`src/rtl/srt4_host_driver.sv`:
```
// Host-side initiator for the SRT-4 divider serial bus.
// Sends dividend then divisor, collects quotient then remainder.
module srt4_host_driver #(
  parameter int unsigned TIMEOUT_CYCLES = 64
) (
  input  logic       clk,
  input  logic       rst,
  input  logic       req_valid,
  output logic       req_ready,
  input  logic [7:0] req_dividend,
  input  logic [7:0] req_divisor,
  output logic       rsp_valid,
  input  logic       rsp_ready,
  output logic [7:0] rsp_quotient,
  output logic [7:0] rsp_remainder,
  output logic       rsp_div_by_zero,
  output logic       rsp_timeout,
  output logic       beginSignal,
  output logic [7:0] inbus,
  input  logic [7:0] outbus,
  input  logic       endSignal
);

  typedef enum logic [2:0] {
    IDLE, SEND_A, SEND_B, WAIT, CAP_R, RESP
  } state_t;

  state_t     state, state_nxt;
  logic [7:0] cnt;
  logic [7:0] divisor_q;
  logic       cnt_done;
  logic       req_fire;

  assign cnt_done = (cnt == 8'(TIMEOUT_CYCLES - 1));
  assign req_fire = req_valid && req_ready;

  always_comb begin
    state_nxt = state;
    unique case (state)
      IDLE:
        if (req_fire)
          state_nxt = (req_divisor == 8'd0) ? RESP : SEND_A;
      SEND_A: state_nxt = SEND_B;
      SEND_B: state_nxt = WAIT;
      WAIT:
        if (endSignal)     state_nxt = CAP_R;
        else if (cnt_done) state_nxt = RESP;
      CAP_R: state_nxt = RESP;
      RESP:
        if (rsp_ready) state_nxt = IDLE;
      default: state_nxt = IDLE;
    endcase
  end

  always_ff @(posedge clk or posedge rst) begin
    if (rst) state <= IDLE;
    else     state <= state_nxt;
  end

  // Completion is checked before the timeout so a same-cycle endSignal wins.
  always_ff @(posedge clk or posedge rst) begin
    if (rst) begin
      req_ready       <= 1'b1;
      rsp_valid       <= 1'b0;
      rsp_quotient    <= 8'd0;
      rsp_remainder   <= 8'd0;
      rsp_div_by_zero <= 1'b0;
      rsp_timeout     <= 1'b0;
      beginSignal     <= 1'b0;
      inbus           <= 8'd0;
      cnt             <= 8'd0;
      divisor_q       <= 8'd0;
    end else begin
      req_ready <= (state_nxt == IDLE);
      unique case (state)
        IDLE:
          if (req_fire) begin
            divisor_q <= req_divisor;
            if (req_divisor == 8'd0) begin
              rsp_quotient    <= 8'hFF;
              rsp_remainder   <= req_dividend;
              rsp_div_by_zero <= 1'b1;
              rsp_valid       <= 1'b1;
            end else begin
              beginSignal <= 1'b1;
              inbus       <= req_dividend;
            end
          end
        SEND_A: begin
          beginSignal <= 1'b0;
          inbus       <= divisor_q;
        end
        SEND_B: begin
          inbus <= 8'd0;
          cnt   <= 8'd0;
        end
        WAIT: begin
          cnt <= cnt + 8'd1;
          if (endSignal) begin
            rsp_quotient <= outbus;
          end else if (cnt_done) begin
            rsp_quotient  <= 8'd0;
            rsp_remainder <= 8'd0;
            rsp_timeout   <= 1'b1;
            rsp_valid     <= 1'b1;
          end
        end
        CAP_R: begin
          rsp_remainder <= outbus;
          rsp_valid     <= 1'b1;
        end
        RESP:
          if (rsp_ready) begin
            rsp_valid       <= 1'b0;
            rsp_div_by_zero <= 1'b0;
            rsp_timeout     <= 1'b0;
          end
        default: ;
      endcase
    end
  end

endmodule
```
`config.mk`:
```
export PLATFORM = sky130hd
export DESIGN_NAME = srt4_host_driver
export DESIGN_NICKNAME = d
export VERILOG_FILES = /design/src/rtl/srt4_host_driver.sv
export SDC_FILE = /design/constraint.sdc
export NUM_CORES = 1
export LEC_CHECK = 0
export CAP_MARGIN = 5
export CORE_UTILIZATION = 25
export DETAILED_ROUTE_END_ITERATION = 8
export HOLD_SLACK_MARGIN = 0.03
export SLEW_MARGIN = 25
export SYNTH_ARGS = -nofsm -noshare
export SYNTH_HDL_FRONTEND = slang
export SYNTH_SLANG_ARGS = --single-unit
```
`constraint.sdc`:
```
create_clock -name clk -period 2 [get_ports clk]
set_input_delay 0.4 -clock clk [delete_from_list [all_inputs] [get_ports clk]]
set_output_delay 0.4 -clock clk [all_outputs]
set_load 0.02 [all_outputs]
```
==> results by group, run 1 <==
Critical path
  • Worst Path Arrival: 2.15 ns
  • Critical R2R Launch: cnt[0]
  • Worst Setup Path Type: in2reg
  • Crit path from: req_divisor[0]
  • Critical Path RT: 2.18 ns
  • Worst R2R Path Depth: 5
  • Worst Setup EP: rsp_remainder[2]
  • Largest fanout on the critical path: 8
  • Critical Path Source Type: primary input
  • FF-to-FF End: rsp_remainder[2]
  • Worst R2R Setup Slack: 0.12 ns
  • CP Capture Type: register

STA
  • Fmax: 509 MHz
  • Min Tclk post-route: 1.97 ns
  • Hold Fails Final Rpt: 0
  • Final-report setup violation count: 0
  • Least-Margin Pin Slew: 0.629 ns
  • Final worst slack: 0.0334 ns
  • Clk_skew: 0.00663 ns
  • Slew Viols, Final: 0
  • Unrepaired setup endpoints after global routing: no
  • Slew Limit Headroom: 57.9%
  • Hold slack: 0.445 ns
  • Final period util: 98.3%
  • TNS Setup: 0 ns

Synth
  • Ys Warns: 0
  • EDFF count, synth: 0
  • Syn Nets: 233
  • Synthesized flop and latch total: 48
  • Post-Synthesis Cells: 203
  • Top_reg_cell synth: dfrtp_1
  • Post-synthesis cell type count: 49
  • Netlist Area Pre-Place: 2390 µm²
  • Asr flop ratio synth: 100%
  • Seq/Total Area, Yosys: 50.3%
  • Avg Cell Area, Syn: 11.8 µm²

Drt
  • Post-route DRC: 0
  • Number of DRC markers in iteration 0: 78
  • Final wirelength: 6240 µm
  • WL met3: 289 µm
  • Drt wl/cell: 15.2 µm
  • Vias: 1956
  • Highest Signal Layer: met4
  • WL met2: 2970 µm
  • Length of routed wiring on met1: 2940 µm
  • Pre-Repair DR Iteration Count: 4
  • Post-route ant nets: 0
  • Via density: 4.76

Power
  • Reg power frac: 31.1%
  • Net Sw Frac: 36.0%
  • Combinational Power Share: 53.6%
  • Static leakage: 1.48 nW
  • PD cells: 1560 nW/µm²
  • Internal Power: 0.00340 W
  • Clock power frac: 15.3%
  • Sw power: 0.00191 W
  • Peak VDD IR: 0.000593 V

Place
  • DP HPWL: 4830 µm
  • Port Buf Inserts: 57
  • Routability congestion estimate: 0.795
  • Dpl ws: -0.447 ns

Global route
  • All-layer global routing usage: 12.8%
  • Global route overflow: 0
  • Vias in the first global route: 1981
  • Largest net degree at the start of global routing: 30
  • Initial antenna violation count: 0
  • First-pass GRT wire length: 10200 µm

Floorplanning
  • I/O pin total: 58
  • CORE AREA: 9240 µm²
  • Width of the die: 99.8 µm
  • Row cnt: 35
  • DIE HEIGHT: 99.8 µm
  • Die ar.: 9960 µm²
  • Initial Utilization: 25.9%

Clocking
  • TritonCTS Buffers: 5
  • Maximum clock path buffer count: 2
  • Total clock sinks: 48
  • Root Buffer: clkbuf_8
  • H-tree depth: 2
  • Worst-Skew Late Latency: 0.29 ns
  • CTS tree: built
  • CTS clock-pin slew for the worst setup and hold paths: 0.09 ns

Layout
  • Final core occ: 36.7%
  • Layout cell share with drive strength beyond 1: 24.5%
  • Ant diodes: 0
  • Area grow syn2layout: 41.8%
  • Final net count: 312

Outcome
  • Outcome: completed

Run
  • Max-cap violations: 0

Worst hold path
  • HP Class: in2async
kinds of logic (layout without fill, tap and decap cells):
family                   after synthesis  count (layout)  synth area share, %
AND/OR/NAND/NOR                       58              58                 13.9
AO/OA/AOI/OAI                         55              55                 17.9
flip-flops                            48              48                 50.3
multiplexers                          25              25                 13.0
buffers and inverters                 15              94                 4.08
adder cells (fa/ha/maj)                1               1                0.523
XOR/XNOR                               1               1                0.366
cells in the mapped netlist (3+ instances only):
library cell  instances  area share (%)
nand2_1              15             2.4
a21oi_1               6             1.3
inv_1                 5            0.78
a221o_1               6             2.5
a22o_1               16             5.9
dfrtp_1              47              49
o21ai_0              14             2.9
mux2_4                8             5.0
o31ai_1               4             1.3
nor4_1                3            0.78
nor3b_1               3            0.94
mux2_2               16             7.5
nand3_1               4            0.84
nor2_1                9             1.4
clkbuf_1              4            0.63
flip-flops by register name, indices dropped and copies added (netlist names):
register / count
divisor_q: 8
rsp_div_by_zero: 1
rsp_valid: 1
rsp_quotient: 8
state: 3
req_ready: 1
beginSignal: 1
rsp_remainder: 8
cnt: 8
rsp_timeout: 1
inbus: 8
timing repair:
action | in CTS | in global routing
resized for setup | 8 | 3
pin swaps | 3 | 0
endpoints found under the setup margin | 16 | 13
setup buffers | 1 | 0
hold buffers | 0 | 0
power by group through the flow:
stage,registers (W),logic (W),clock network (W)
after CTS,0.00165,0.00287,0.000825
after global routing,0.00170,0.00307,0.000867
final,0.00165,0.00285,0.000811
after global placement,0.00166,0.00279,0
after floorplan,0.00193,0.00160,0
after detailed placement,0.00166,0.00285,0
routing by layer:
metal	vias up	GRT usage [%]
met5	-	0
met3	4	2.16
met1	979	18.3
met4	0	2.04
met2	53	20.7
li1	920	-
critical path, stage by stage:
cell and delay (ns):
clkdlybuf4s50_1 0.42, or4_4 0.46, o31ai_4 0.21, o221a_4 0.33
mux2_4 0.32
stage by stage:
step	power (W)	std cells	area, µm²
floorplan	0.00352	203	2390
global placement	0.00445	403	3250
detailed placement	0.00451	403	3250
CTS	0.00534	411	3380
global route	0.00564	411	3390
finish	0.00531	411	3390
cell usage in the layout (no fill, tap or decap), drive strengths merged, types with 2 or more instances in the layout:
master	synthesis	final
o21ai	14	14
and3b	2	2
inv	5	5
nor2b	2	2
nor2	9	9
a21oi	6	6
dlygate4sd2	0	7
nand3	4	4
nand2b	2	2
a22o	16	16
a221o	6	6
nor4	3	3
or4	3	3
o31ai	5	5
mux2	24	24
nor3b	3	3
clkdlybuf4s50	0	50
buf	4	25
nand2	15	15
clkbuf	6	5
nand4	2	2
dfrtp	47	47
nor3	4	4
bufinv	0	2
and2	4	4
nand3b	2	2
worst min path at each step:
stage            startpoint               to  slack, ns  cells past startpoint
2_1_floorplan  divisor_q[0]     divisor_q[0]       0.48                      1
3_3_place_gp       inbus[4]         inbus[4]       0.49                      1
3_5_place_dp    rsp_timeout      rsp_timeout       0.49                      2
4_1_cts                 rst           cnt[1]       0.46                      2
5_1_grt                 rst           cnt[1]       0.48                      2
6_report                rst  rsp_div_by_zero       0.44                      2
cell type report:
type                            count  area, µm²
Clock buffer                        5       68.8
Clock inverter                      2       60.1
Fill cell                         929       5850
Inverter                            5       18.8
Multi-Input combinational cell    140       1110
Sequential cell                    48       1200
Tap cell                          129        161
Timing Repair Buffer               82        774
(Power assumes the default switching activity.)
==> run 2, diff against run 1 <==
--- a/config.mk
+++ b/config.mk
@@ -9,6 +9,7 @@
 export CORE_UTILIZATION = 25
 export DETAILED_ROUTE_END_ITERATION = 8
 export HOLD_SLACK_MARGIN = 0.03
+export REMOVE_ABC_BUFFERS = 1
 export SLEW_MARGIN = 25
 export SYNTH_ARGS = -nofsm -noshare
 export SYNTH_HDL_FRONTEND = slang
==> results by group, run 2 (synthesis results as in run 1) <==
Critical path
  • Largest fanout on the critical path: 8
  • Critical path cell sequence: dlygate4sd2_1 > or4_4 > o31ai_4 > o221a_4 > mux2_4
  • Critical Path Source Type: primary input
  • Worst R2R Path Depth: 5
  • Crit-path max cell delay: 0.53 ns
  • Crit path max-delay family: compound AO/OA/AOI/OAI gates
  • Worst Path Arrival: 2.10 ns
  • CP Capture Type: register
  • Critical Path RT: 2.18 ns
  • CP Buf/Inv Count: 1
  • Worst Setup Path Type: in2reg
  • Worst R2R Setup Slack: 0.10 ns
  • Worst path slowest cell: or4_4
  • Critical path depth: 5

Power
  • Clock power frac: 14.3%
  • Static leakage: 1.49 nW
  • Net Sw Frac: 36.5%
  • Peak VDD IR: 0.000465 V
  • Sw power: 0.00190 W
  • PD cells: 1540 nW/µm²
  • Pwr Total: 0.00521 W
  • Combinational Power Share: 54.5%
  • Reg power frac: 31.2%
  • Internal Power: 0.00331 W

Drt
  • Via density: 4.65
  • Post-route ant nets: 0
  • Vias: 1929
  • Final wirelength: 6040 µm
  • Pre-Repair DR Iteration Count: 4
  • Number of DRC markers in iteration 0: 52
  • Post-route DRC: 0
  • Drt wl/cell: 14.6 µm

STA
  • Min Tclk post-route: 1.92 ns
  • Final period util: 96.2%
  • Unrepaired setup endpoints after global routing: no
  • Slew Limit Headroom: 65.6%
  • Least-Margin Pin Slew: 0.514 ns
  • Clk_skew: 0.0147 ns
  • Fmax: 520 MHz
  • Slew Viols, Final: 0
  • Hold Fails Final Rpt: 0
  • Final-report setup violation count: 0

Clocking
  • TritonCTS Buffers: 5
  • # hold bufs at CTS: 0
  • H-tree depth: 2
  • CTS clock-pin slew for the worst setup and hold paths: 0.10 ns
  • CTS tree: built
  • Root Buffer: clkbuf_8
  • Total clock sinks: 48
  • Maximum clock path buffer count: 2
  • Post-CTS Setup Inserts: 0
  • Worst-Skew Late Latency: 0.30 ns

Layout
  • Final core occ: 36.7%
  • Layout cell share with drive strength beyond 1: 24.8%
  • Area grow syn2layout: 41.6%
  • Final net count: 315
  • Commonest non-fill, non-tap cells in the layout: clkdlybuf4s50_1 (49), dfrtp_1 (47), buf_4 (27)
  • Most common cell after layout, fill and taps aside: clkdlybuf4s50_1
  • Ant diodes: 0

Place
  • Routability congestion estimate: 0.799
  • Port Buf Inserts: 57
  • DP HPWL: 4740 µm

Global route
  • Initial antenna violation count: 0
  • All-layer global routing usage: 12.6%
  • Vias in the first global route: 1951
  • Largest net degree at the start of global routing: 32
  • Global route overflow: 0
  • First-pass GRT wire length: 9760 µm

Floorplanning
  • Initial Utilization: 25.9%
  • Width of the die: 99.8 µm
  • Die ar.: 9960 µm²
  • I/O pin total: 58
  • DIE HEIGHT: 99.8 µm
  • Row cnt: 35
  • CORE AREA: 9240 µm²

Run
  • Max-cap violations: 0

Outcome
  • Outcome: completed

Worst hold path
  • HP Class: in2async
run 2: cell count changes in the layout (fill, tap and decap cells not counted):
cell             before  now
clkdlybuf4s50_1      50   49
o31ai_1               3    4
nor3_2                2    1
nor3_1                1    2
clkbuf_8              5    6
bufinv_16             2    1
clkinv_4              0    1
buf_12                2    1
buf_4                23   27
o31ai_2               1    0
dlymetal6s2s_1        0    1
run 2: path summary, 6_finish.rpt:
kind / startpoint / end
min reg2reg: divisor_q[4] / divisor_q[4]
max: req_divisor[3] / rsp_remainder[7]
max in group asynchronous: rst / req_ready
min in group clk: req_divisor[0] / divisor_q[0]
min: rst / rsp_remainder[5]
max reg2reg: cnt[1] / rsp_remainder[7]
run 2: worst register-to-register path, stage by stage (launching register included):
cell     delay [ns]
dfrtp_1        0.40
ha_1           0.23
nand3_1        0.15
nor3_1         0.34
o221a_4        0.35
mux2_4         0.32
run 2: metal layers:
layer,track usage (%),share of wire (%),up-vias
li1,-,-,925
met1,17.1,48,946
met2,19.9,46,53
met3,2.02,3.9,5
met4,5.77,1.6,0
met5,0,0,-
run 2: stage by stage:
stage               TNS, ns  setup slack, ns  instance area, µm²  instances  hold WS, ns
global placement      -7.03           -0.437                3270        407        0.494
detailed placement    -7.41           -0.464                3270        407        0.497
CTS                       0           0.0388                3380        415        0.440
floorplan            -0.807           -0.101                2310        193        0.480
finish                    0           0.0758                3390        415        0.429
global route              0          0.00954                3390        415        0.462
run 2: layout make-up:
type,count,area (µm²)
clock buffers,6,82.6
clock inverters,2,38.8
fillers,956,5850
inverters,5,18.8
multi-input cells,140,1100
flip-flops and latches,48,1200
well taps,129,161
repair buffers,85,787
run 2: what timing repair did:
| item | CTS | global route |
|---|---|---|
| setup endpoints to repair | 16 | 3 |
| pin swaps | 3 | 2 |
| gates resized for setup | 9 | 1 |
run 2: power by group through the flow:
stage	registers [W]	clock network (W)	logic (W)
final	0.00163	0.000744	0.00284
after global routing	0.00168	0.000802	0.00306
after CTS	0.00163	0.000758	0.00288
after detailed placement	0.00165	0	0.00288
after global placement	0.00165	0	0.00282
after floorplan	0.00198	0	0.00137
